[src/rtl/uart_pkg.sv]
// Shared constants, error codes and parser state encoding for the UART frame parser.
package uart_pkg;

  localparam logic [7:0] SOF1 = 8'h55;
  localparam logic [7:0] SOF2 = 8'hAA;

  localparam logic [2:0] ERR_NONE    = 3'd0;
  localparam logic [2:0] ERR_TIMEOUT = 3'd1;
  localparam logic [2:0] ERR_LEN     = 3'd2;
  localparam logic [2:0] ERR_CHK     = 3'd3;
  localparam logic [2:0] ERR_OVERRUN = 3'd4;

  typedef enum logic [2:0] {
    ST_IDLE = 3'd0,
    ST_HDR2 = 3'd1,
    ST_CMD  = 3'd2,
    ST_LEN  = 3'd3,
    ST_DATA = 3'd4,
    ST_CHK  = 3'd5
  } state_e;

  // Index width for a buffer of 'depth' entries, never below one bit.
  function automatic int idx_width(input int depth);
    return (depth > 1) ? $clog2(depth) : 1;
  endfunction

endpackage

[src/rtl/uart_frame_buf.sv]
// Payload buffer: MAX_LEN byte registers with one write port and a combinational read.
module uart_frame_buf
  import uart_pkg::*;
#(
  parameter int MAX_LEN = 16,
  parameter int AW      = idx_width(MAX_LEN)
) (
  input  logic          clk_i,
  input  logic          rst_ni,
  input  logic          we_i,
  input  logic [AW-1:0] waddr_i,
  input  logic [7:0]    wdata_i,
  input  logic [AW-1:0] raddr_i,
  output logic [7:0]    rdata_o
);

  logic [7:0] mem [MAX_LEN];

  for (genvar gi = 0; gi < MAX_LEN; gi++) begin : g_entry
    logic [7:0] entry_q;

    always_ff @(posedge clk_i or negedge rst_ni) begin
      if (!rst_ni) begin
        entry_q <= 8'h00;
      end else if (we_i && (waddr_i == AW'(gi))) begin
        entry_q <= wdata_i;
      end
    end

    assign mem[gi] = entry_q;
  end

  assign rdata_o = mem[raddr_i];

endmodule

[src/rtl/uart_frame_parser.sv]
// Parses 55 AA CMD LEN payload CHK frames from a UART byte stream and drains
// each verified payload over a valid/ready interface.
module uart_frame_parser
  import uart_pkg::*;
#(
  parameter int CLK_FRE      = 96_000_000,
  parameter int BPS          = 9_600,
  parameter int TIMEOUT_BITS = 20,
  parameter int MAX_LEN      = 16
) (
  input  logic       sys_clk,
  input  logic       sys_rst_n,
  input  logic       rx_done,
  input  logic [7:0] rx_data,
  output logic       out_valid,
  input  logic       out_ready,
  output logic [7:0] out_data,
  output logic       out_last,
  output logic [7:0] frame_cmd,
  output logic [7:0] frame_len,
  output logic       frame_ok,
  output logic       frame_err,
  output logic [2:0] err_code,
  output logic       busy
);

  localparam int          AW           = idx_width(MAX_LEN);
  localparam int          TIMEOUT_CLKS = (CLK_FRE / BPS) * TIMEOUT_BITS;
  localparam logic [31:0] TMO_LAST     = 32'(TIMEOUT_CLKS - 1);
  localparam logic [7:0]  MAX_LEN_B    = 8'(MAX_LEN);

  state_e          state_q, state_d;
  logic [7:0]      cmd_q, cmd_d;
  logic [7:0]      len_q, len_d;
  logic [7:0]      chk_q, chk_d;
  logic [7:0]      cnt_q, cnt_d;
  logic [31:0]     tmo_q, tmo_d;
  logic [7:0]      frame_cmd_q, frame_cmd_d;
  logic [7:0]      frame_len_q, frame_len_d;
  logic            ok_q, ok_d;
  logic            err_q, err_d;
  logic [2:0]      err_code_q, err_code_d;
  logic            drain_q, drain_d;
  logic [AW-1:0]   rd_ptr_q, rd_ptr_d;

  logic            buf_we;
  logic [AW-1:0]   buf_waddr;
  logic [7:0]      buf_rdata;
  logic            drain_last;

  assign buf_we     = rx_done && (state_q == ST_DATA);
  assign buf_waddr  = cnt_q[AW-1:0];
  assign drain_last = (8'(rd_ptr_q) == (frame_len_q - 8'd1));

  uart_frame_buf #(
    .MAX_LEN (MAX_LEN),
    .AW      (AW)
  ) u_buf (
    .clk_i   (sys_clk),
    .rst_ni  (sys_rst_n),
    .we_i    (buf_we),
    .waddr_i (buf_waddr),
    .wdata_i (rx_data),
    .raddr_i (rd_ptr_q),
    .rdata_o (buf_rdata)
  );

  always_ff @(posedge sys_clk or negedge sys_rst_n) begin
    if (!sys_rst_n) begin
      state_q     <= ST_IDLE;
      cmd_q       <= 8'h00;
      len_q       <= 8'h00;
      chk_q       <= 8'h00;
      cnt_q       <= 8'h00;
      tmo_q       <= 32'd0;
      frame_cmd_q <= 8'h00;
      frame_len_q <= 8'h00;
      ok_q        <= 1'b0;
      err_q       <= 1'b0;
      err_code_q  <= ERR_NONE;
      drain_q     <= 1'b0;
      rd_ptr_q    <= '0;
    end else begin
      state_q     <= state_d;
      cmd_q       <= cmd_d;
      len_q       <= len_d;
      chk_q       <= chk_d;
      cnt_q       <= cnt_d;
      tmo_q       <= tmo_d;
      frame_cmd_q <= frame_cmd_d;
      frame_len_q <= frame_len_d;
      ok_q        <= ok_d;
      err_q       <= err_d;
      err_code_q  <= err_code_d;
      drain_q     <= drain_d;
      rd_ptr_q    <= rd_ptr_d;
    end
  end

  always_comb begin
    state_d     = state_q;
    cmd_d       = cmd_q;
    len_d       = len_q;
    chk_d       = chk_q;
    cnt_d       = cnt_q;
    frame_cmd_d = frame_cmd_q;
    frame_len_d = frame_len_q;
    ok_d        = 1'b0;
    err_d       = 1'b0;
    err_code_d  = err_code_q;
    drain_d     = drain_q;
    rd_ptr_d    = rd_ptr_q;
    tmo_d       = (state_q == ST_IDLE || rx_done) ? 32'd0 : tmo_q + 32'd1;

    if (drain_q && out_ready) begin
      if (drain_last) begin
        drain_d  = 1'b0;
        rd_ptr_d = '0;
      end else begin
        rd_ptr_d = rd_ptr_q + AW'(1);
      end
    end

    if (rx_done) begin
      unique case (state_q)
        ST_IDLE: begin
          // A new frame would overwrite the buffer still being drained.
          if (rx_data == SOF1) begin
            if (drain_q) begin
              err_d      = 1'b1;
              err_code_d = ERR_OVERRUN;
            end else begin
              state_d = ST_HDR2;
            end
          end
        end
        ST_HDR2: begin
          if (rx_data == SOF2) begin
            state_d = ST_CMD;
          end else if (rx_data != SOF1) begin
            state_d = ST_IDLE;
          end
        end
        ST_CMD: begin
          cmd_d   = rx_data;
          chk_d   = rx_data;
          state_d = ST_LEN;
        end
        ST_LEN: begin
          if (rx_data == 8'h00 || rx_data > MAX_LEN_B) begin
            state_d    = ST_IDLE;
            err_d      = 1'b1;
            err_code_d = ERR_LEN;
          end else begin
            len_d   = rx_data;
            chk_d   = chk_q + rx_data;
            cnt_d   = 8'h00;
            state_d = ST_DATA;
          end
        end
        ST_DATA: begin
          chk_d = chk_q + rx_data;
          cnt_d = cnt_q + 8'd1;
          if (cnt_q == len_q - 8'd1) begin
            state_d = ST_CHK;
          end
        end
        ST_CHK: begin
          state_d = ST_IDLE;
          if (rx_data == chk_q) begin
            ok_d        = 1'b1;
            frame_cmd_d = cmd_q;
            frame_len_d = len_q;
            drain_d     = 1'b1;
            rd_ptr_d    = '0;
          end else begin
            err_d      = 1'b1;
            err_code_d = ERR_CHK;
          end
        end
        default: state_d = ST_IDLE;
      endcase
    end else if (state_q != ST_IDLE && tmo_q >= TMO_LAST) begin
      state_d    = ST_IDLE;
      err_d      = 1'b1;
      err_code_d = ERR_TIMEOUT;
    end
  end

  assign out_valid = drain_q;
  assign out_data  = drain_q ? buf_rdata : 8'h00;
  assign out_last  = drain_q && drain_last;
  assign frame_cmd = frame_cmd_q;
  assign frame_len = frame_len_q;
  assign frame_ok  = ok_q;
  assign frame_err = err_q;
  assign err_code  = err_code_q;
  assign busy      = (state_q != ST_IDLE);

endmodule

[config.mk]
export PLATFORM = sky130hd
export DESIGN_NAME = uart_frame_parser
export DESIGN_NICKNAME = d
export VERILOG_FILES = /design/src/rtl/uart_pkg.sv /design/src/rtl/uart_frame_buf.sv /design/src/rtl/uart_frame_parser.sv
export SDC_FILE = /design/constraint.sdc
export NUM_CORES = 1
export LEC_CHECK = 0
export CAP_MARGIN = 20
export CELL_PAD_IN_SITES_DETAIL_PLACEMENT = 1
export CELL_PAD_IN_SITES_GLOBAL_PLACEMENT = 1
export CORE_MARGIN = 3
export CORE_UTILIZATION = 53
export DETAILED_ROUTE_END_ITERATION = 16
export DONT_BUFFER_PORTS = 1
export PLACE_DENSITY = 0.91
export RECOVER_POWER = 50
export SYNTH_ARGS = -nofsm -noshare
export SYNTH_HDL_FRONTEND = slang
export SYNTH_SLANG_ARGS = --single-unit
[constraint.sdc]
create_clock -name sys_clk -period 2.85 [get_ports sys_clk]
set_clock_uncertainty 0.15 [all_clocks]
set_input_delay 0.57 -clock sys_clk [delete_from_list [all_inputs] [get_ports sys_clk]]
set_output_delay 0.57 -clock sys_clk [all_outputs]
set_load 0.02 [all_outputs]
# Yosys cells after proc, flatten, opt, wreduce, memory -nomap -nowiden
# Cells that the tools add are included.
# totals
register_bits	221
wordCells	156
inputBits	12
output_inout_bits	32
# op_classes
n_addsub	6
n_eq_ne	35
reduce_logical	36
magnitude_cmp	3
n_mux	45
bitwise	2
# ops
cell	count
$mux 3	14
$mux 8	5
$add 32x1->32 const B	1
$bmux 8 s4	1
$eq 4x4->1 const B	8
$ge 32x18->1 const B	1
$mux 32	1
$pmux 8 s3	1
$logic_and 1x1->1	20
$mux 4	5
$eq 4x3->1 const B	4
$eq 8x8->1	2
$pmux 8 s2	1
$sub 8x1->8 const B	2
$pmux 3 s5	1
$mux 1	14
$ne 3x3->1 const B	4
$reduce_and 3->1	4
$pmux 3 s3	1
$add 8x1->8 const B	1
$add 8x8->8	1
$eq 4x2->1 const B	2
$eq 4x8->1	1
$eq 8x7->1 const B	1
25 further kinds	31

# Longest topological paths before layout
# depth
depth_word	7
ltp_mapped	10

# Hierarchy
# Synthesis repeated with hierarchy kept, for this count alone.
# unflattened
hier_cells	884
hier_area_um2	10879.2
# by_module_without_submodules
module	cells_per_inst	area_each_um2	seq_area_each_um2	instances
uart_frame_buf	364	5809.3	3203.1	1
uart_frame_parser	520	5069.9	2327.2	1

# Worst setup path after synthesis
# Ideal clock, no wire load.
# synth_timing
path_type	flip-flop to output port
from	register rd_ptr_q[0]
to	output port out_data[0]
stages_incl_launch_ff	6
required_time_ns	2.130
t_arrival_ns	2.076
setup_slack_ns	0.054
cell_sequence	dfrtp_1 buf_2 buf_2 mux4_2 mux4_2 and2_1
# synth_between
elab_chain_cells	5
# synth_rtl
item	line_no	rtl
from (decl)	uart_frame_parser.sv:44	logic [AW-1:0] rd_ptr_q, rd_ptr_d;
from (signal assigned)	uart_frame_parser.sv:96	rd_ptr_q <= rd_ptr_d;
$not 4->5 (implied by the code)	uart_frame_buf.sv:33	assign rdata_o = mem[raddr_i];
$bmux 8 s4	uart_frame_buf.sv:33	
$mux 8 (implied by the code) (2 in series)	uart_frame_buf.sv:33	
$mux 8	uart_frame_parser.sv:191	assign out_data = drain_q ? buf_rdata : 8'h00;
to (decl)	uart_frame_parser.sv:17	output logic [7:0] out_data,
# Every way passes these cells. The select of a mux whose other input is x is not followed.

# Final worst setup path
# layout_timing
from	register rd_ptr_q[0]
to	output port out_data[1]
# The elaborated chain is that of the path after synthesis.

==> Implementation_results.wiki <==
{| class="wikitable"
! Metric !! Value
|-
| Outcome || complete, but fails checks
|-
| Failing checks || hold timing, setup timing
|-
| # placed instances || 1,131
|-
| Type of the most critical hold path || input port to asynchronous set/reset pin
|-
| Initial antenna violation count || 0
|-
| Root Driver || clkbuf_16
|-
| Max capacitance violation total || 0
|-
| Capturing instance or port of the critical path || out_data[1]
|-
| Average cell area after synthesis || 12.30 µm²
|-
| Leakage power figure || 5.718 nW
|-
| Number of cells on the critical path || 4
|-
| Hold slack || -0.4090 ns
|-
| DRC violations left || 0
|-
| Number of synthesized flops with an enable pin || 0
|-
| Number of failing hold endpoints at the final stage || 221
|-
| Fraction of power consumed by the clock network || 40.2%
|-
| Horizontal extent of the die || 149.1 µm
|-
| Endpoint class of the critical path || output pin
|-
| Worst r2r path cells || 7
|-
| Met2 Wirelength || 17,300 µm
|-
| Max-slew violation count || 0
|-
| Total design power || 8.125 mW
|-
| Maximum VDD drop || 528.6 µV
|-
| Aggregate routed wire length || 35,090 µm
|-
| Top post-synthesis cells by count || 221 x dfrtp_1, 144 x mux2_2, 63 x nor2_1, 56 x nand2_1, 43 x clkbuf_1
|-
| Switching power summed over all nets || 2.304 mW
|-
| Post-detailed-placement half-perimeter wirelength || 19,730 µm
|-
| Ranking of synthesized cells by area || dfrtp_1 51%, mux2_2 15%, mux4_2 8.3%
|-
| Length of routed wiring on met1 || 13,420 µm
|-
| Worst-case clock buffer depth || 3
|-
| Number of distinct library cells after synthesis || 63
|-
| Area of all placed cells without fillers || 12,280 µm²
|-
| Worst slew margin relative to its limit || 46.28%
|-
| Number of endpoints failing setup at the final stage || 10
|-
| Inserted Clock Buffers || 25
|-
| Number of global-route vias before repair || 8,801
|-
| Register bit total from synthesis || 221
|-
| Data arrival at the endpoint of the critical path || 2.56 ns
|-
| Sw Ratio || 28.35%
|-
| Number of ports placed on the die boundary || 44
|-
| Detailed Route Iter0 Violations || 842
|-
| Achievable frequency || 304.7 MHz
|-
| Final RePlAce weighted congestion || 0.8301
|-
| Post-synth net total || 910
|-
| Seq/Total Area, Yosys || 50.99%
|-
| P_int || 5.821 mW
|-
| Cell type group with the largest total delay on the critical path || multiplexers
|-
| Minimum setup slack among reg-to-reg paths || -0.03 ns
|-
| Most frequent cell after synthesis || dfrtp_1
|-
| Std-Cell Core Area || 19,780 µm²
|-
| Proportion of synthesized flip-flops having asynchronous set or reset || 100.0%
|-
| Tcrit/Tclk final || 115.2%
|-
| Post-synth top area share || 50.99%
|-
| Worst path bufs/invs || 1
|-
| Slowest cell on the critical path || mux4_2
|-
| Global-route congestion overflow total || 0
|-
| First-pass GRT wire length || 54,020 µm
|-
| Required time of the critical path || 2.13 ns
|-
| Number of core rows || 51
|-
| CP peak stage delay || 0.58 ns
|-
| Cell area after synthesis || 10,850 µm²
|-
| Die area || 22,220 µm²
|-
| Dominant register cell in the synthesized netlist || dfrtp_1
|-
| Power share of the sequential group || 43.9%
|-
| Worst slack at placement || 0.009468 ns
|-
| DR WL met3 || 2132 µm
|-
| Start point of the critical path || rd_ptr_q[0]
|-
| Max FO, Critical Path || 5
|-
| Post-synthesis to final-layout area growth || 13.24%
|-
| Post-route setup slack || -0.4323 ns
|-
| Total inserted antenna cells || 0
|-
| Placement Cell Area || 11,290 µm²
|-
| Highest routed layer || met4
|-
| Layout fillers || 1,913
|-
| Average wire length per cell after detail routing || 29.77 µm
|-
| Remaining number of nets flagged by the antenna check after routing || 0
|-
| Share of post-route cells with drive strength above 1 || 31.18%
|-
| Crit-path most repeated cell || mux4_2
|-
| Clock sinks || 221
|-
| Count of buffers from port buffering || 0
|-
| Power density over cell area || 661.5 nW/µm²
|-
| Post-layout instance count excluding filler cells || 1,179
|-
| Tmin final || 3.282 ns
|-
| Unrepaired setup endpoints after global routing || yes
|-
| H-Tree Depth || 1
|-
| Transition time of the tightest slew-check pin || 0.8058 ns
|-
| Top cell type by total area after synthesis || dfrtp_1
|-
| Destination of the worst register-to-register timing path || chk_q[7]
|-
| Critical path class || register to output pin
|-
| Startpoint of the lowest-slack register-to-register path || state_q[2]
|-
| Yosys Warn Count || 0
|-
| Total number of nets in the final design || 929
|-
| Total number of vias || 7,805
|-
| Ordered cell list for the critical path || buf_12 -> mux4_2 -> mux4_2 -> and2_4
|-
| Worst setup SP type || register
|-
| Clock latency on the worst-skew pair || 0.53 ns
|-
| Vias per std cell || 6.620
|-
| Die outline height || 149.1 µm
|-
| Clk slew on worst S/H paths || 0.06 ns
|-
| Initial DRT Pass Iterations || 5
|-
| Clock tree from TritonCTS || done
|-
| GRT Total Usage || 31.94%
|-
| Largest net degree at the start of global routing || 222
|-
| Post-Synthesis Cells || 882
|-
| Effective utilization at floorplan || 54.83%
|-
| Power share of the combinational group || 15.9%
|}
## registers in the layout (all words and copies together) (netlist names), 3 cells and up
register,cells
chk_q,8
state_q,3
frame_len,8
cnt_q,8
rd_ptr_q,4
tmo_q,32
len_q,8
frame_cmd,8
u_buf.g_entry.entry_q,128
cmd_q,8
err_code,3
## worst register-to-register path: cells and delay by family (launching register included)
family / cells / cell delay [ns]
and+or+nand+nor: 3 / 1.40
buffers and inverters: 2 / 0.47
AOI/OAI and AO/OA: 2 / 0.37
DFF: 1 / 0.38
## cell usage in the layout (no fill, tap or decap), types with 15 or more instances in the layout
cell and instances:
dfrtp_1 219, mux2_2 144, nor2_1 63, nand2_1 56, mux4_2 40, buf_4 35
xor2_1 29, o21ai_0 27, clkbuf_16 25, a21oi_1 22, nand3_1 20, xnor2_1 19
inv_1 17, nor3_1 15
## cells by family (layout without fill, tap and decap cells)
kind of cell               after synthesis  after routing  synth area share (%)
and+or+nand+nor                        251            251                 12.06
DFF                                    221            221                 50.99
muxes                                  189            189                 23.72
AOI/OAI and AO/OA                       83             83                 4.730
buffers and inverters                   74            106                 2.711
xor gates and xnor gates                48             48                 3.876
adders and majority gates               16             16                 1.915
## metrics by stage
stage | utilization [%] | setup TNS (ns)
after floorplan | - | 0
after CTS | 62.06 | -3.075
after detailed placement | 57.10 | 0
after global routing | 62.09 | -3.643
after global placement | 57.10 | 0
final | 62.09 | -3.174
## worst min path at each step
stage | slack (ns) | startpoint | depth (start not counted) | endpoint
floorplan | 0.12 | sys_rst_n | 0 | chk_q[0]
global placement | 0.13 | sys_rst_n | 0 | frame_err
detailed placement | 0.13 | sys_rst_n | 0 | frame_cmd[6]
CTS | -0.42 | sys_rst_n | 0 | state_q[0]
global route | -0.41 | sys_rst_n | 0 | cmd_q[2]
finish | -0.41 | sys_rst_n | 0 | state_q[1]
## layer usage
layer,vias up,track usage (%)
li1,3190,-
met1,4095,39.28
met2,376,53.70
met3,144,5.804
met4,0,17.35
met5,-,0
## layout make-up
cell class	count	area, µm²	area share (%)
inverters	20	75.07	0.6112
multi-input cells	587	5075	41.32
clock buffers	35	703.2	5.725
clock inverters	5	100.1	0.8150
repair buffers	46	464.2	3.780
flip-flops and latches	221	5533	45.05
well taps	265	331.6	2.700
## power by group through the flow
stage | Sequential [mW] | Combinational, mW | Clock (mW)
6_report | 3.57 | 1.29 | 3.26
5_1_grt | 3.59 | 1.37 | 3.42
4_1_cts | 3.55 | 1.22 | 3.25
3_5_place_dp | 3.59 | 1.12 | 0
3_3_place_gp | 3.56 | 1.04 | 0
2_1_floorplan | 3.51 | 0.894 | 0
## what timing repair did
| item | 4_1_cts | 5_1_grt |
|---|---|---|
| pin swaps | 1 | 4 |
| hold endpoints to repair | 221 | 221 |
| endpoints found under the setup margin | 9 | 9 |
| cloned | 3 | 0 |
| gates resized for setup | 19 | 11 |
| setup buffers | 5 | 1 |
(Power assumes the default switching activity.)
